`src/rtl/uvmt_st_stream_chkr.sv`:
```
// Stream loopback checker. Each channel keeps an in-order FIFO of transmitted
// words and compares it with received words. Mismatch, overflow, underflow and
// head-latency violations are reported as sticky flags and saturating counters.
module uvmt_st_stream_chkr #(
    parameter int NUM_CH  = 2,
    parameter int DATA_W  = 32,
    parameter int DEPTH   = 8,
    parameter int MAX_LAT = 64,
    parameter int CNT_W   = 16
) (
    input  logic                                  clk_i,
    input  logic                                  reset_i,
    input  logic                                  enable_i,
    input  logic                                  clear_i,
    input  logic [NUM_CH-1:0]                     tx_valid_i,
    input  logic [NUM_CH*DATA_W-1:0]              tx_data_i,
    input  logic [NUM_CH-1:0]                     rx_valid_i,
    input  logic [NUM_CH*DATA_W-1:0]              rx_data_i,
    output logic [NUM_CH-1:0]                     err_mismatch_o,
    output logic [NUM_CH-1:0]                     err_overflow_o,
    output logic [NUM_CH-1:0]                     err_underflow_o,
    output logic [NUM_CH-1:0]                     err_timeout_o,
    output logic                                  err_any_o,
    output logic [NUM_CH*CNT_W-1:0]               match_cnt_o,
    output logic [CNT_W-1:0]                      err_cnt_o,
    output logic [NUM_CH*($clog2(DEPTH)+1)-1:0]   pending_o,
    output logic                                  idle_o
);

    localparam int PTR_W = $clog2(DEPTH);
    localparam int OCC_W = PTR_W + 1;
    localparam int AGE_W = (MAX_LAT > 0) ? $clog2(MAX_LAT + 1) : 1;
    localparam int EV_W  = $clog2(4 * NUM_CH + 1);
    localparam int SUM_W = CNT_W + EV_W;

    localparam logic [AGE_W-1:0] AGE_MAX  = (MAX_LAT > 0) ? AGE_W'(MAX_LAT) : '0;
    localparam logic [AGE_W-1:0] AGE_LAST = (MAX_LAT > 0) ? AGE_W'(MAX_LAT - 1) : '0;
    localparam logic [OCC_W-1:0] OCC_FULL = OCC_W'(DEPTH);
    localparam logic [SUM_W-1:0] CNT_MAX  = {{EV_W{1'b0}}, {CNT_W{1'b1}}};

    // Per-channel error event count for this cycle, summed into err_cnt.
    logic [2:0]        ev_num [NUM_CH];
    logic [NUM_CH-1:0] ch_empty;

    for (genvar gi = 0; gi < NUM_CH; gi++) begin : g_ch
        logic [DATA_W-1:0] mem_q [DEPTH];
        logic [PTR_W-1:0]  rd_ptr_q, rd_ptr_d, wr_ptr_q, wr_ptr_d;
        logic [OCC_W-1:0]  count_q, count_d;
        logic [AGE_W-1:0]  age_q, age_d;
        logic [CNT_W-1:0]  match_q, match_d;
        logic              mis_q, mis_d, ovf_q, ovf_d, unf_q, unf_d, tmo_q, tmo_d;
        logic [DATA_W-1:0] tx_word, rx_word, head;
        logic              push_req, rx_req, empty, full, pop, push;
        logic              hit, mis_ev, ovf_ev, unf_ev, tmo_ev;

        // Classify this cycle's channel activity and compute next state.
        always_comb begin
            tx_word  = tx_data_i[gi*DATA_W +: DATA_W];
            rx_word  = rx_data_i[gi*DATA_W +: DATA_W];
            head     = mem_q[rd_ptr_q];
            push_req = enable_i & tx_valid_i[gi];
            rx_req   = enable_i & rx_valid_i[gi];
            empty    = (count_q == '0);
            full     = (count_q == OCC_FULL);
            pop      = rx_req & ~empty;
            unf_ev   = rx_req & empty;
            ovf_ev   = push_req & full & ~pop;
            push     = push_req & ~ovf_ev;
            hit      = pop & (head == rx_word);
            mis_ev   = pop & (head != rx_word);
            // Fires only on the cycle the age steps onto MAX_LAT.
            tmo_ev   = (MAX_LAT > 0) && enable_i && !empty && !pop && (age_q == AGE_LAST);

            rd_ptr_d = pop  ? rd_ptr_q + 1'b1 : rd_ptr_q;
            wr_ptr_d = push ? wr_ptr_q + 1'b1 : wr_ptr_q;
            count_d  = count_q;
            case ({push, pop})
                2'b10:   count_d = count_q + 1'b1;
                2'b01:   count_d = count_q - 1'b1;
                default: count_d = count_q;
            endcase

            age_d = age_q;
            if (enable_i) begin
                if (empty || pop) begin
                    age_d = '0;
                end else if (age_q != AGE_MAX) begin
                    age_d = age_q + 1'b1;
                end
            end

            mis_d   = mis_q | mis_ev;
            ovf_d   = ovf_q | ovf_ev;
            unf_d   = unf_q | unf_ev;
            tmo_d   = tmo_q | tmo_ev;
            match_d = (hit && (match_q != '1)) ? match_q + 1'b1 : match_q;
            if (clear_i) begin
                mis_d   = 1'b0;
                ovf_d   = 1'b0;
                unf_d   = 1'b0;
                tmo_d   = 1'b0;
                match_d = '0;
            end
        end

        // Channel control state, flags and match counter.
        always_ff @(posedge clk_i) begin
            if (reset_i) begin
                rd_ptr_q <= '0;
                wr_ptr_q <= '0;
                count_q  <= '0;
                age_q    <= '0;
                match_q  <= '0;
                mis_q    <= 1'b0;
                ovf_q    <= 1'b0;
                unf_q    <= 1'b0;
                tmo_q    <= 1'b0;
            end else begin
                rd_ptr_q <= rd_ptr_d;
                wr_ptr_q <= wr_ptr_d;
                count_q  <= count_d;
                age_q    <= age_d;
                match_q  <= match_d;
                mis_q    <= mis_d;
                ovf_q    <= ovf_d;
                unf_q    <= unf_d;
                tmo_q    <= tmo_d;
            end
        end

        // Expected-data storage; contents are qualified by count, so no reset.
        always_ff @(posedge clk_i) begin
            if (push) begin
                mem_q[wr_ptr_q] <= tx_word;
            end
        end

        assign ev_num[gi] = 3'(mis_ev) + 3'(unf_ev) + 3'(ovf_ev) + 3'(tmo_ev);
        assign ch_empty[gi]        = (count_q == '0);
        assign err_mismatch_o[gi]  = mis_q;
        assign err_overflow_o[gi]  = ovf_q;
        assign err_underflow_o[gi] = unf_q;
        assign err_timeout_o[gi]   = tmo_q;
        assign match_cnt_o[gi*CNT_W +: CNT_W] = match_q;
        assign pending_o[gi*OCC_W +: OCC_W]   = count_q;
    end

    logic [CNT_W-1:0] err_cnt_q, err_cnt_d;
    logic [SUM_W-1:0] err_sum;

    // Add all channels' error events to the global counter with saturation.
    always_comb begin
        err_sum = SUM_W'(err_cnt_q);
        for (int i = 0; i < NUM_CH; i++) begin
            err_sum = err_sum + SUM_W'(ev_num[i]);
        end
        err_cnt_d = (err_sum > CNT_MAX) ? {CNT_W{1'b1}} : err_sum[CNT_W-1:0];
        if (clear_i) begin
            err_cnt_d = '0;
        end
    end

    // Global error counter register.
    always_ff @(posedge clk_i) begin
        if (reset_i) begin
            err_cnt_q <= '0;
        end else begin
            err_cnt_q <= err_cnt_d;
        end
    end

    assign err_cnt_o = err_cnt_q;
    assign err_any_o = |{err_mismatch_o, err_overflow_o, err_underflow_o, err_timeout_o};
    assign idle_o    = &ch_empty;

endmodule

```
`config.mk`:
```
export PLATFORM = sky130hd
export DESIGN_NAME = uvmt_st_stream_chkr
export DESIGN_NICKNAME = d
export VERILOG_FILES = /design/src/rtl/uvmt_st_stream_chkr.sv
export SDC_FILE = /design/constraint.sdc
export NUM_CORES = 1
export LEC_CHECK = 0
export CAP_MARGIN = 20
export CORE_ASPECT_RATIO = 1.2
export CORE_MARGIN = 3
export CORE_UTILIZATION = 35
export CTS_CLUSTER_DIAMETER = 120
export DETAILED_ROUTE_END_ITERATION = 10
export GPL_TIMING_DRIVEN = 0
export PLACE_DENSITY = 0.62
export SYNTH_ARGS = -nofsm -noshare
export SYNTH_HDL_FRONTEND = slang
export SYNTH_SLANG_ARGS = --single-unit
```
`constraint.sdc`:
```
create_clock -name clk_i -period 6.6 [get_ports clk_i]
set_input_delay 0.99 -clock clk_i [delete_from_list [all_inputs] [get_ports clk_i]]
set_output_delay 0.99 -clock clk_i [all_outputs]
set_load 0.05 [all_outputs]
```
After elaboration in Yosys (flattened, before gate mapping)
Memory sizes are Yosys's and may differ from the RTL's. A register that Yosys moved wholly into a read port is not among the register bits.
Cells that the tools add are included.
{"block": "totals", "reg_bits": 90, "mem_bits_rw": 512, "in_bits": 136, "out_inout_bits": 66, "elab_cells": 130, "memories": 2}
{"block": "op_classes", "add_sub_neg": 20, "order_cmp": 1, "eq_ne": 16, "n_mux": 15, "bitwise": 32, "reduce_logical": 25}
{"name": "g_ch[0].mem_q", "words": 8, "width": 32, "rd": 1, "rd_ports_with_merged_regs": 1, "write_ports": 1, "line_no": "46", "source": "logic [DATA_W-1:0] mem_q [DEPTH];"}
{"name": "g_ch[1].mem_q", "words": 8, "width": 32, "rd": 1, "rd_ports_with_merged_regs": 1, "write_ports": 1, "line_no": "46"}
{"operator": "$eq A32 B32 Y1", "count": 2}
{"operator": "$ne A32 B32 Y1", "count": 2}
{"operator": "$add A16 B1 Y16 const B", "count": 2}
{"operator": "$ne A16 B16 Y1 const B", "count": 2}
{"operator": "$mux W7", "count": 4}
{"operator": "$add A17 B3 Y18", "count": 1}
{"operator": "$and A1 B1 Y1", "count": 18}
{"operator": "$gt A18 B16 Y1 const B", "count": 1}
{"operator": "$add A16 B3 Y17", "count": 1}
{"operator": "$mux W16", "count": 1}
{"operator": "$pmux W4 S2", "count": 2}
{"operator": "$add A7 B1 Y7 const B", "count": 2}
{"operator": "$eq A7 B6 Y1 const B", "count": 2}
{"operator": "$ne A7 B7 Y1 const B", "count": 2}
{"operator": "$add A3 B1 Y3 const B", "count": 4}
{"operator": "$mux W3", "count": 4}
{"operator": "$add A4 B1 Y4 const B", "count": 2}
{"operator": "$eq A4 B4 Y1 const B", "count": 2}
{"operator": "$logic_and A1 B1 Y1", "count": 8}
{"operator": "$logic_not A4 Y1", "count": 2}
{"operator": "$or A1 B1 Y1", "count": 8}
{"operator": "$reduce_bool A2 Y1", "count": 4}
{"operator": "$reduce_or A8 Y1", "count": 1}
{"operator": "$sub A4 B1 Y4 const B", "count": 2}
{"operator": "11 further kinds", "count": 30}

Longest topological paths before layout
{"block": "logic_depth", "ltp_word": 11, "depth_mapped": 26, "depth_no_buf": 21}

Worst setup path before layout
Ideal clock, no wire load.
{"block": "synth_timing", "path_kind": "register -> register", "from": "reg (tool-made name)", "to": "reg err_cnt_q[10], in the netlist err_cnt_o[10]", "setup_ns": 0.133, "arrival_ns": 5.615, "slack_ns": 0.853, "path_stages_with_launch": 24, "path_buffers": 4, "period_less_slack_ns": 5.747, "cell_sequence": "dfxtp_1 buf_2 buf_4 buf_4 mux4_2 mux2i_1 xor2_1 nand4_1 nor4_1 nand4_1 nor2_1 nor2_1 fa_1 inv_1 fa_1 fa_1 fa_1 inv_1 fa_1 a21o_1 a21oi_1 or3_1 clkbuf_1 a21oi_1"}
{"element": "end signal: assignment", "line_no": "168", "source": "err_cnt_q <= err_cnt_d;"}
{"element": "end: declaration", "line_no": "148", "source": "logic [CNT_W-1:0] err_cnt_q, err_cnt_d;"}

==> flow_summary.yaml <==
run_status:
  outcome: "complete, no violations"
routing:
  drcViolationCount: 0
  wl_per_cell_um: 20.8
  drt_iter0_drc: 811
  vias: 13800
  wl_um: 57200
  avgViaCountPerCell: 5.00
  drtPass1Iterations: 5
  ant_nets: 0
power:
  power_leakage_uw: 0.00967
  p_sw_frac: 0.217
  ir_drop_mv: 0.245
  p_sw_uw: 1740
  powerDensity_nw_per_um2: 264
  pwr-share-seq: 0.526
  p_int_uw: 6290
  p_clk_frac: 0.403
  combPwrFrac: 0.071
critical_path:
  worstPathRequired_ns: 7.12
  crit_path_max_fanout: 10
  worstSetupPathType: "reg -> reg"
  worst-r2r-setup-slack_ns: 0.36
  cp_common_cell: "fa_1"
  crit_buf_inv: 6
  start_kind: "register"
  r2r-end: "err_cnt_o[13]$_SDFF_PP0_"
  r2r_cells: 23
  cp_top_family: "adder cells"
  worstPathArrival_ns: 6.77
  endpoint: "err_cnt_o[13]$_SDFF_PP0_"
  path_cells: "clkbuf_4 -> clkbuf_4 -> nor2_1 -> a22o_1 -> a221oi_1 -> xor2_1 -> nor4_1 -> nand4_1 -> buf_4 -> nor2_1 -> nor2_1 -> fa_1 -> inv_1 -> fa_1 -> fa_1 -> fa_1 -> inv_1 -> fa_1 -> a21o_1 -> a21oi_4 -> or3_1 -> buf_2 -> a21oi_1"
  end_kind: "register"
  cp.depth: 23
  cpPeakStageDelay_ns: 0.66
  crit_path_top_delay_cell: "nor2_1"
sta:
  rsz0062_at_grt: "no"
  finalMaxSlewViolations: 0
  tightest_slew_ns: 0.941
  hold_viol: 0
  setup_slack_ns: 0.359
  fin_hold_ws_ns: 0.483
  period_needed_ns: 6.24
  max_freq_ghz: 0.160
  final-setup-viol-count: 0
  slew_headroom: 0.367
  clock_skew_ns: 0.0137
  fin_crit_sh: 0.946
cts:
  clockBufferDepth: 3
  clk_latency_ns: 0.61
  h-tree-depth: 2
  clock-sinks: 608
  numCtsBuffers: 60
  cts_tree: "done"
  clk_pin_slew_worst_paths_ns: 0.06
  cts_hold_buf: 0
  root_buffer: "clkbuf_16"
synth:
  synth_area_um2: 24700
  synth_edf_count: 512
  synth_seq_cells: 608
  synthFlopType: "edfxtp_1"
  yosysTopAreaCellShare: 0.622
  synth_seq_area_share: 0.700
  synth_xor_xnor_area_share: 0.0351
  synth_most_common_cell: "edfxtp_1"
  post-synth-top-area-cell: "edfxtp_1"
  synthTopCellsByCount: "512 x edfxtp_1, 110 x mux2i_1, 102 x mux4_2"
  syn_nets: 1636
  yosys.area_share.adder: 0.0158
  async_flop_share: 0
  synthMuxAreaShare: 0.138
  synth_area_leaders: "edfxtp_1 62%, mux4_2 9.3%, dfxtp_1 7.8%, mux2i_1 4.5%, xor2_1 1.8%"
  synth.avg_cell_area_um2: 16.8
  synth_top_family_by_area: "multiplexers"
  netlist_instances: 1473
  ys_types: 56
  yosys.area_share.simple: 0.0627
  yosysWarnings: 0
  synth-compound-area-share: 0.0300
cells_and_area:
  areaGrowthSynthToFinish_pct: 23.2
  drive_above_1_share: 0.164
  nets: 1939
  fillers: 6246
  final_area_um2: 30400
floorplan:
  core_region_area_um2: 69800
  die_y_um: 297
  start_util: 0.354
  fp.dieArea_um2: 73800
  rows: 106
  die_w_um: 249
  io_pins: 202
global_routing:
  antenna_found_initial: 8
  grt_pass1_wl_um: 87700
  grt_usage: 0.153
  grt_max_degree: 25
  grt.overflow.total: 0
  grt_pass1_vias: 14500
placement:
  numPortBuffers: 200
  gp_congestion: 0.821
  dpl_worst_slack_ns: -0.940
  dp_hpwl_um: 39700
  placed_cell_area_um2: 28500
worst_hold_path:
  holdPathStages: 2
  hp-class: "reg -> reg"
run:
  drv_cap: 0
==> cell families after synthesis <==
family	count (synthesis)
muxes	214
and+or+nand+nor	313
DFF	608
adders and majority gates	27
AOI/OAI and AO/OA	116
xor gates and xnor gates	99
buffers and inverters	96
==> cells in the final DEF (no fill, tap or decap), drive strengths merged, types with 4 or more instances in the layout <==
master,count
a21o,11
a21oi,47
a221oi,4
a22o,5
a22oi,13
and2,4
and3,15
and4,4
buf,78
clkbuf,109
clkdlybuf4s50,200
clkinv,23
clkinvlp,5
dfxtp,96
diode,5
edfxtp,512
fa,7
ha,20
inv,32
mux2i,110
mux4,102
nand2,63
nand2b,10
nand3,33
nand4,19
nor2,86
nor2b,9
nor3,19
nor4,20
o21ai,16
or2,4
or3,18
xnor2,49
xor2,50
==> repair_timing <==
action,4_1_cts,5_1_grt
pin swaps,2,0
gates resized for setup,5,22
setup buffers,4,0
setup endpoints to repair,16,16
==> power groups by stage <==
stage | clock network [µW] | registers (µW) | logic, µW
floorplan | 0 | 4320 | 304
global placement | 0 | 4310 | 551
detailed placement | 0 | 4310 | 577
CTS | 3330 | 4230 | 580
global route | 3480 | 4230 | 625
finish | 3240 | 4230 | 573
==> metal layers <==
layer,routed length (µm),GRT usage
met3,2760,0.0332
met5,27,0
met4,1430,0.0448
met1,22600,0.183
met2,30400,0.276
==> worst min path at each step <==
stage	startpoint	to	slack (ns)
after floorplan	g_ch[0].ovf_q$_SDFF_PP0_	g_ch[0].ovf_q$_SDFF_PP0_	0.44
after global placement	g_ch[0].ovf_q$_SDFF_PP0_	g_ch[0].ovf_q$_SDFF_PP0_	0.46
after detailed placement	g_ch[0].ovf_q$_SDFF_PP0_	g_ch[0].ovf_q$_SDFF_PP0_	0.47
after CTS	g_ch[0].ovf_q$_SDFF_PP0_	g_ch[0].ovf_q$_SDFF_PP0_	0.48
after global routing	g_ch[0].ovf_q$_SDFF_PP0_	g_ch[0].ovf_q$_SDFF_PP0_	0.49
final	g_ch[1].unf_q$_SDFF_PP0_	g_ch[1].unf_q$_SDFF_PP0_	0.48
==> worst reg2reg max path, delay by kind of cell, from the launching register on <==
family | cells | cell delay, ns
flip-flops | 1 | 0.31
buffers and inverters | 6 | 1.00
adder cells (fa/ha/maj) | 5 | 2.13
AND/OR/NAND/NOR | 6 | 1.77
AO/OA/AOI/OAI | 5 | 0.76
XOR/XNOR | 1 | 0.19
==> flip-flops by register name, indices dropped and copies added (netlist names), named ones only <==
signal and count:
err_cnt_o 16, g_ch.age_q 14, g_ch.count_q 8, g_ch.match_q 32, g_ch.mem_q 512, g_ch.mis_q 2, g_ch.ovf_q 2, g_ch.rd_ptr_q 6
g_ch.tmo_q 2, g_ch.unf_q 2, g_ch.wr_ptr_q 6
==> area by class of cell <==
class                   count  area [µm²]  area share
repair buffers            242        2530      0.0833
clock buffers              80        1600      0.0526
clock inverters            33         262     0.00859
multi-input cells         769        7090       0.233
inverters                  30         113     0.00370
flip-flops and latches    608       17300       0.568
well taps                 918        1150      0.0377
diodes                      5        12.5    0.000411
plain buffers              65         375      0.0123
==> stage by stage <==
stage / total power [µW] / utilization / cells / setup TNS [ns]
detailed placement: 4890 / 0.408 / 2629 / -11.89
finish: 8040 / 0.436 / 2750 / 0
global placement: 4860 / 0.399 / 2591 / -319.74
global route: 8330 / 0.436 / 2747 / 0
floorplan: 4630 / - / 1473 / 0
CTS: 8140 / 0.435 / 2746 / 0
(Power assumes the default switching activity.)
==> variant 1 (same flow settings) <==
Put a register stage on the outputs `err_any_o` and `idle_o`. The values now appear one clock later. The other outputs are not delayed to match.
--- a/src/rtl/uvmt_st_stream_chkr.sv
+++ b/src/rtl/uvmt_st_stream_chkr.sv
@@ -170,8 +170,10 @@
     end
 
     assign err_cnt_o = err_cnt_q;
-    assign err_any_o = |{err_mismatch_o, err_overflow_o, err_underflow_o, err_timeout_o};
-    assign idle_o    = &ch_empty;
+    always_ff @(posedge clk_i) begin
+        err_any_o <= |{err_mismatch_o, err_overflow_o, err_underflow_o, err_timeout_o};
+        idle_o    <= &ch_empty;
+    end
 
 endmodule
 
Check against the original RTL: not equivalent (Yosys sat finds a counterexample within 4 cycles, from zero or initial values and one cycle with reset_i high).
==> variant 1 against the original RTL <==
Cell area grew 0.48%. First-iteration DRC count shrank 15%. Worst setup slack lost 0.038 ns. Cell count shrank 0.18%. Die area grew 0.16%. Sequential cell count grew 2. Count of clock-buffer cells in the layout shrank 11. Routed wire length shrank 0.92%. Area after synthesis grew 0.16%. Total power grew 2.3%.
==> variant 1: results (changes against the original RTL) <==
[power_and_ir_drop]
cellLeakagePower_nw = 9.72  ; was 9.67 nW
p_seq_mw = 4.24  ; was 4.23 mW
p_comb_mw = 0.571  ; was 0.573 mW
pwr-share-comb_pct = 6.9  ; was 7.1%

[setup_path]
regToRegSetupSlack_ns = 0.32  ; was 0.36 ns
cpMaxStageDelayCell = fa_1  ; was nor2_1
timing.rr.end = err_cnt_o[6]  ; was err_cnt_o[13]
cpPeakStageDelay_ns = 0.56  ; was 0.66 ns

[routing]
via_per_inst = 4.99  ; was 5.00
vias = 13705  ; was 13,757

[synthesis]
synth_area_leaders = edfxtp_1, mux4_2, dfxtp_1  ; unchanged
netlist_top_cells_count = edfxtp_1, mux2i_1, mux4_2, dfxtp_1, nor2_1  ; unchanged
yosysSeqAreaShare_pct = 70.0  ; about the same
synth_nets = 1638  ; was 1,636

[timing]
timing.hold.ws_ns = 0.481  ; was 0.483 ns
finClkSkew_ns = 0.0210  ; was 0.0137 ns
relSlewSlack_pct = 34.9  ; was 36.7%

[placed_design]
place_hpwl_mm = 39.0  ; was 39.7 mm
gp_congestion = 0.789  ; was 0.821
dp_slack_ns = -1.20  ; was -0.940 ns

[final_layout]
fillers = 6112  ; was 6,246
drive_above_1_share_pct = 16.4  ; about the same

[run_status]
outcome = completed  ; unchanged

[global_route]
grt_pass1_vias = 14737  ; was 14,493
grt_pass1_wl_mm = 87.5  ; was 87.7 mm

variant 1: cells by family after synthesis:
family / after synthesis / synth area share (%)
flops: 610 / 70.0
xor+xnor: 99 / 3.50
mux: 214 / 13.8
compound gates: 116 / 2.99
buf+inv: 96 / 1.80
simple gates: 313 / 6.26
fa+ha+maj: 27 / 1.58
variant 1: cell type report:
class / count / area, µm² / share of cell area [%]
clock inverter: 43 / 418 / 1.37
clock buffer: 69 / 1560 / 5.09
multi-input combinational: 769 / 7110 / 23.2
sequential: 610 / 17300 / 56.7
tap: 918 / 1150 / 3.76
inverter: 30 / 113 / 0.368
antenna: 1 / 2.50 / 0.00818
buffer: 65 / 382 / 1.25
timing repair buffer: 240 / 2510 / 8.22
variant 1: stage by stage:
stage / area, µm² / utilization, %
global route: 30600 / 43.7
finish: 30600 / 43.7
detailed placement: 28500 / 40.8
global placement: 27900 / 39.9
CTS: 30500 / 43.7
floorplan: 24800 / -
variant 1: worst max-delay path by stage:
stage                  start              endpoint  slack [ns]  cells after the start
finish              register          err_cnt_o[6]        0.32                     23
global route        register          err_cnt_o[5]       0.004                     23
CTS                 register         err_cnt_o[11]           0                     23
global placement    enable_i  g_ch[0].mem_q[0][21]       -2.96                      4
floorplan           register         err_cnt_o[10]        0.85                     23
detailed placement  register          err_cnt_o[5]       -1.20                     22
variant 1: metal layers:
layer / track usage, % / part of all wire (%) / up-vias
li1: - / - / 6332
met1: 18.4 / 40 / 7013
met2: 27.6 / 53 / 282
met3: 2.98 / 4.6 / 78
met4: 4.20 / 2.4 / 0
met5: 0 / 0 / -
variant 1: repair_timing:
action / 4_1_cts / 5_1_grt
endpoints found under the setup margin: 16 / 16
buffers inserted: 4 / 0
pin swaps: 1 / 1
resized for setup: 14 / 21
==> variant 2 (same flow settings) <==
Made on the original files. The parameter `DEPTH` goes from 8 to 4.
--- a/src/rtl/uvmt_st_stream_chkr.sv
+++ b/src/rtl/uvmt_st_stream_chkr.sv
@@ -4,7 +4,7 @@
 module uvmt_st_stream_chkr #(
     parameter int NUM_CH  = 2,
     parameter int DATA_W  = 32,
-    parameter int DEPTH   = 8,
+    parameter int DEPTH   = 4,
     parameter int MAX_LAT = 64,
     parameter int CNT_W   = 16
 ) (
Ports: changed (resized pending_o); port bits go from 202 to 200. The function was not compared with the original's and may differ.
==> variant 2 against the original RTL <==
Worst setup slack gained 0.030 ns. Sequential cell count shrank 264. Critical endpoint is now err_cnt_o[2]. Area after synthesis shrank 42%. Total power shrank 39%. Clock power shrank 36%. Routed wire length shrank 43%. Cell area shrank 39%. First-iteration DRC count shrank 41%. Core utilization grew 2.6 points. Synthesized cell count shrank 36%. Clock skew grew 0.0020 ns. Die area shrank 41%. Critical path type unchanged.
==> variant 2: results (changes against the original RTL) <==
[global_route]
grt_pass1_vias = 8988  ; was 14,493
grt_max_degree = 33  ; was 25
grt_pass1_wl_mm = 51.0  ; was 87.7 mm
grt.total_usage_pct = 15.0  ; was 15.3%

[setup_path]
cp-endpoint = err_cnt_o[2]  ; was err_cnt_o[13]
cpMaxStageDelayCell = fa_1  ; was nor2_1
regToRegSetupSlack_ns = 0.39  ; was 0.36 ns
r2r_cells = 22  ; was 23
arrival_ns = 6.66  ; was 6.77 ns

[placed_design]
gp_congestion = 0.800  ; was 0.821
place_hpwl_mm = 22.8  ; was 39.7 mm
dp_slack_ns = -0.822  ; was -0.940 ns
io_buffer_count = 198  ; was 200

[clocking]
numCtsBuffers = 37  ; was 60
clock_latency_ns = 0.53  ; was 0.61 ns

[final_layout]
fillers = 3532  ; was 6,246
largest_register_ff_count = 256  ; was 512
final_nets = 1361  ; was 1,939
fin_cells = 1757  ; was 2,750
drive_above_1_share_pct = 14.2  ; was 16.4%

[power_and_ir_drop]
cellLeakagePower_nw = 5.95  ; was 9.67 nW

[synthesis]
synth_fa_ha_area_share_pct = 2.80  ; was 1.58%
synth-xor-area-share_pct = 5.78  ; was 3.51%
yosysSeqAreaShare_pct = 65.7  ; was 70.0%
synth-compound-area-share_pct = 4.01  ; was 3.00%
netlist_top_cells_count = edfxtp_1, dfxtp_1, mux4_2, nor2_1, xor2_1  ; was edfxtp_1, mux2i_1, mux4_2, dfxtp_1, nor2_1
synth-edff-count = 256  ; was 512
syn_avg_cell_area_um2 = 15.2  ; was 16.8 µm²
yosysUniqueCellTypes = 53  ; was 56
synth_area_leaders = edfxtp_1, dfxtp_1, mux4_2  ; was edfxtp_1, mux4_2, dfxtp_1
synth_nets = 1111  ; was 1,636

[timing]
period_minus_slack_ns = 6.21  ; was 6.24 ns
timing.hold.ws_ns = 0.466  ; was 0.483 ns
worst_pin_slew_ns = 0.725  ; was 0.941 ns
finClkSkew_ns = 0.0157  ; was 0.0137 ns

[run_status]
outcome = completed  ; unchanged

[routing]
drtIter0Drc = 481  ; was 811
postRouteWirelength_mm = 32.3  ; was 57.2 mm
via_per_inst = 4.89  ; was 5.00

[hold_path]
hold_start = g_ch[1].tmo_q  ; was g_ch[1].unf_q
min_delay_worst_endpoint = g_ch[1].tmo_q  ; was g_ch[1].unf_q

[variant 2: worst register-to-register path, cell delays in order, from the launching register on]
cell	delay, ns
dfxtp_1	0.32
buf_6	0.15
buf_8	0.19
mux4_2	0.53
xor2_1	0.18
nor4_4	0.34
nand4_1	0.14
buf_4	0.18
or2_4	0.26
and2_1	0.22
fa_1	0.52
inv_1	0.06
fa_1	0.56
fa_1	0.45
fa_1	0.45
fa_2	0.37
nor2b_1	0.11
o21ai_0	0.13
a211o_1	0.36
nor2_4	0.16
nand3_2	0.14
buf_4	0.21
a21oi_1	0.12
[variant 2: stage by stage]
step           util, %  power, mW  cell area [µm²]
6_report          46.3       4.89            18600
5_1_grt           46.3       5.10            18600
4_1_cts           46.0       4.97            18500
3_5_place_dp      42.9       2.88            17200
3_3_place_gp      42.5       2.87            17000
2_1_floorplan        -       2.68            14400
[variant 2: final cells by class]
cell class	count	share of cell area, %
sequential	344	50.9
multi-input combinational	534	25.2
timing repair buffer	211	11.8
clock buffer	51	5.44
tap	533	3.59
buffer	38	1.36
clock inverter	13	1.04
inverter	31	0.627
antenna	2	0.0270
[variant 2: power by group]
part	total [mW]	internal, mW	switching, mW
clock network	2.06	1.23	0.824
registers	2.39	2.37	0.0190
logic	0.447	0.223	0.224
total	4.89	3.83	1.07
[variant 2: metal layers]
| metal | share of wire [%] | vias to the layer above | global-route usage [%] |
|---|---|---|---|
| met1 | 41 | 4246 | 18.2 |
| met4 | 2.3 | 2 | 4.52 |
| met5 | 0.022 | - | 0 |
| li1 | - | 4096 | - |
| met3 | 5.4 | 51 | 3.52 |
| met2 | 51 | 195 | 26.3 |
[variant 2: timing repair]
action,CTS,global route
pin swaps,1,7
endpoints found under the setup margin,16,16
setup buffers,1,4
resized for setup,10,16
